--- config.mk ---
export PLATFORM = sky130hd
export DESIGN_NAME = serial_subtractor
export DESIGN_NICKNAME = d
export VERILOG_FILES = /design/src/rtl/serial_subtractor.sv
export SDC_FILE = /design/constraint.sdc
export NUM_CORES = 1
export LEC_CHECK = 0
export CAP_MARGIN = 40
export CORE_MARGIN = 8
export CORE_UTILIZATION = 25
export DETAILED_ROUTE_END_ITERATION = 12
export SLEW_MARGIN = 10
export SYNTH_ARGS = -nofsm -noshare
export SYNTH_HDL_FRONTEND = slang
export SYNTH_SLANG_ARGS = --single-unit
--- constraint.sdc ---
create_clock -name clk -period 1.4 [get_ports clk]
set_input_delay 0.21 -clock clk [delete_from_list [all_inputs] [get_ports clk]]
set_output_delay 0.21 -clock clk [all_outputs]
set_load 0.01 [all_outputs]
--- src/rtl/serial_subtractor.sv ---
// Bit-serial full subtractor: one difference bit per clock, LSB first, through a single
// borrow flip-flop, with a start/busy/done handshake.
module serial_subtractor #(
   parameter int unsigned WIDTH = 8
) (
   input  logic             clk,
   input  logic             rst,
   input  logic             start,
   input  logic [WIDTH-1:0] A,
   input  logic [WIDTH-1:0] B,
   input  logic             Bin,
   output logic             busy,
   output logic             done,
   output logic [WIDTH-1:0] D,
   output logic             Bout
);

   localparam int unsigned CW = $clog2(WIDTH + 1);
   localparam logic [CW-1:0] LastCnt = CW'(WIDTH - 1);

   typedef enum logic [1:0] {StIdle, StRun, StDone} state_e;

   state_e           state;
   logic [WIDTH-1:0] sa, sb, res, res_next;
   logic [CW-1:0]    cnt;
   logic             br, br_next, dbit, abit, bbit;

   always_comb begin
      abit     = sa[0];
      bbit     = sb[0];
      dbit     = abit ^ bbit ^ br;
      br_next  = (~abit & bbit) | (~(abit ^ bbit) & br);
      res_next = res >> 1;
      res_next[WIDTH-1] = dbit;
   end

   always_ff @(posedge clk or posedge rst) begin
      if (rst) begin
         state <= StIdle;
         busy  <= 1'b0;
         done  <= 1'b0;
         D     <= '0;
         Bout  <= 1'b0;
         sa    <= '0;
         sb    <= '0;
         res   <= '0;
         br    <= 1'b0;
         cnt   <= '0;
      end else begin
         unique case (state)
            StIdle, StDone: begin
               done <= 1'b0;
               if (start) begin
                  sa    <= A;
                  sb    <= B;
                  br    <= Bin;
                  cnt   <= '0;
                  res   <= '0;
                  busy  <= 1'b1;
                  state <= StRun;
               end else begin
                  busy  <= 1'b0;
                  state <= StIdle;
               end
            end
            StRun: begin
               sa  <= sa >> 1;
               sb  <= sb >> 1;
               br  <= br_next;
               res <= res_next;
               cnt <= cnt + CW'(1);
               // Last bit: publish result on the same edge it is produced
               if (cnt == LastCnt) begin
                  D     <= res_next;
                  Bout  <= br_next;
                  busy  <= 1'b0;
                  done  <= 1'b1;
                  state <= StDone;
               end
            end
            default: begin
               busy  <= 1'b0;
               done  <= 1'b0;
               state <= StIdle;
            end
         endcase
      end
   end

endmodule

==> flow_summary.toml <==
[drt]
avgViaCountPerCell = 4.62
via_count = 1114
route.detailed.drc = 0
finalWirelength_um = 3290
ant_nets = 0
dr.pass1.iters = 4
drtIter0Drc = 72
wire_per_inst_um = 13.6

[placed_design]
place_congestion = 0.725
io_buffers = 30
place_ws_ps = -122
place_hpwl_um = 2410
dpl.cell_count = 236

[power]
clkPwrFrac_pct = 14.0
power.internal_uw = 3250
power-per-cell-area_nw_per_um2 = 2100
switching_share_pct = 31.7
finalPower_uw = 4750
seqPwrFrac_pct = 40.5
power.switching_uw = 1510
power.static_leakage_uw = 0.00120
combPwrFrac_pct = 45.5
vdd_drop_max_mv = 0.723

[synth]
synth_area_um2 = 1660
yosysWarnings = 0
synth_area_leaders = "dfrtp_1 (60%), a22o_1 (13%), a21o_1 (6.3%)"
synth_edf_count = 0
synthDistinctLibCells = 24
avgSynthCellArea_um2 = 13.9
yosysTopAreaCellShare_pct = 60.5
ys_async_sr_fraction_pct = 100
netlist_instances = 119
synth_flop_cell = "dfrtp_1"
synthTopCellsByCount = "dfrtp_1 (40), a22o_1 (24), a21o_1 (14), mux2_2 (8), buf_2 (6)"
synth.yosys.seq_area_share_pct = 60.5
synth_top_cell_by_area = "dfrtp_1"
ys_ff_latch = 40
synth_fp_nets = 141
yosysMostFrequentCell = "dfrtp_1"

[worst_setup_path]
cp_num_buf_inv = 1
rr_endpoint = "D[1]"
crit_family = "flip-flops"
path_class = "reg -> reg"
start_kind = "flip-flop"
slowest_delay_ps = 360
critPathArrivalTime_ps = 1540
path_max_fanout = 9
cp.required_ps = 1570
reg2regPathDepth = 5
cp_slowest_cell = "dfrtp_1"
path_cells = "ha_1 -> nand3b_1 -> nor2_4 -> buf_12 -> mux2_2"
endpoint_kind = "flip-flop"
ff2ff_setup_slack_ps = 30
reg2reg_from = "cnt[1]"

[clock_network]
insertion_delay_ps = 280
clock_sinks = 40
cts_root_buffer = "clkbuf_8"
numCtsBuffers = 5
clkTransAtPathRegs_ps = 70
hold_buffers = 0
clock_path_buffers = 2
h-tree-depth = 2
cts_tree = "yes"

[sta]
final-setup-viol-count = 0
fin_crit_ps = 1370
fin_tns_setup_ps = 0
maxSlewViolCount = 0
fin_skew_ps = 5.75
slew_headroom_pct = 82.3
max_freq_mhz = 728
setup_ws_ps = 26.4
hold_viol_final = 0
worst-slew-pin-transition_ps = 265
rsz0062_at_grt = "true"
post-route-period-util_pct = 98.1

[cells_and_area]
area_delta_synth_final_pct = 36.9
stdcell_count = 241
drive_gt1_share_pct = 21.3
diodes = 0
fin_nets = 188

[hold_path]
hp-class = "in -> async"

[die]
die_h_um = 97.4
start_util_pct = 25.9
rows = 29
core_area_um2 = 6390
die_w_um = 97.4
io_pins = 31
dieArea_um2 = 9480

[global_route]
grt_pass1_wl_um = 5920
antenna_found_initial = 0
grt_pass1_vias = 1217
grt_use_total_pct = 7.55
grt_max_degree = 41
overflow = 0

[job]
maxCapViolations = 0

[outcome]
status = "complete, no violations"
[worst reg2reg max path, delay by kind of cell (launching register included)]
kind,cells,cell delay [ps]
simple gates,2,270
buf+inv,1,130
fa+ha+maj,1,170
mux,1,330
flops,1,360
[state kept, by name (all words and copies together) (netlist names)]
register,cells
cnt,4
D,8
res,7
state,1
sa,8
Bout,1
done,1
busy,1
br,1
sb,8
[power groups by stage]
stage / Clock (uW) / Combinational [uW] / Sequential, uW
global route: 751 / 2380 / 2010
global placement: 0 / 2200 / 1950
CTS: 702 / 2230 / 1930
floorplan: 0 / 1340 / 1970
detailed placement: 0 / 2250 / 1960
finish: 663 / 2160 / 1930
[timing repair]
item / 4_1_cts / 5_1_grt
buffers inserted: 0 / 0
gates cloned: 0 / 0
setup endpoints to repair: 4 / 15
gates resized for setup: 4 / 7
pin swaps: 0 / 1
[cell usage in the layout, fill, tap and decap left out, types with 2 or more instances in the layout]
master | netlist | final
dlygate4sd2_1 | 0 | 4
buf_12 | 0 | 4
a22o_1 | 24 | 24
buf_4 | 0 | 14
nand2b_1 | 2 | 2
mux2_2 | 8 | 8
clkdlybuf4s50_1 | 0 | 19
a21o_1 | 14 | 14
mux2i_1 | 2 | 2
dfrtp_1 | 40 | 40
clkbuf_8 | 0 | 5
dlymetal6s2s_1 | 0 | 7
nor2_1 | 2 | 2
a221o_1 | 2 | 2
nor2b_1 | 2 | 2
inv_1 | 3 | 3
[how the worst max path moves through the flow]
stage	startpoint	end	slack, ps	cells past startpoint
floorplan	cnt[0]	D[0]	-3	4
global placement	start	sa[0]	-120	6
detailed placement	start	sb[5]	-120	6
finish	cnt[1]	D[1]	30	5
global route	cnt[0]	D[1]	-50	5
CTS	D[7]	D[7]	0.1	1
[kinds of logic (layout without fill, tap and decap cells)]
logic type	count (synthesis)	in the layout	share of synthesized area, %
mux	10	10	6.65
simple gates	12	12	4.99
buf+inv	11	56	3.85
fa+ha+maj	2	2	1.97
compound gates	43	43	21.5
xor+xnor	1	1	0.529
flops	40	40	60.5
[routing by layer]
layer  vias up  routed length [um]  global-route usage, %  share of wire, %
met3         5                 123                   2.56               3.7
met4         0                  45                   3.15               1.4
met1       555                1580                   9.51                48
met2        24                1540                   11.4                47
met5         -                   0                      0                 0
li1        530                   -                      -                 -
[through the flow]
stage                     hold WS (ps)  instance area (um^2)  util [%]
after CTS                          279                  2250      35.2
after global placement             458                  2180      34.2
after global routing               303                  2270      35.5
final                              276                  2270      35.5
after floorplan                    350                  1660         -
after detailed placement           465                  2180      34.2
[area by class of cell]
type,count,area [um^2]
fillers,645,4120
flip-flops and latches,40,1000
multi-input cells,68,591
repair buffers,48,498
well taps,77,96.3
clock buffers,5,68.8
inverters,3,11.3
(Power assumes the default switching activity.)
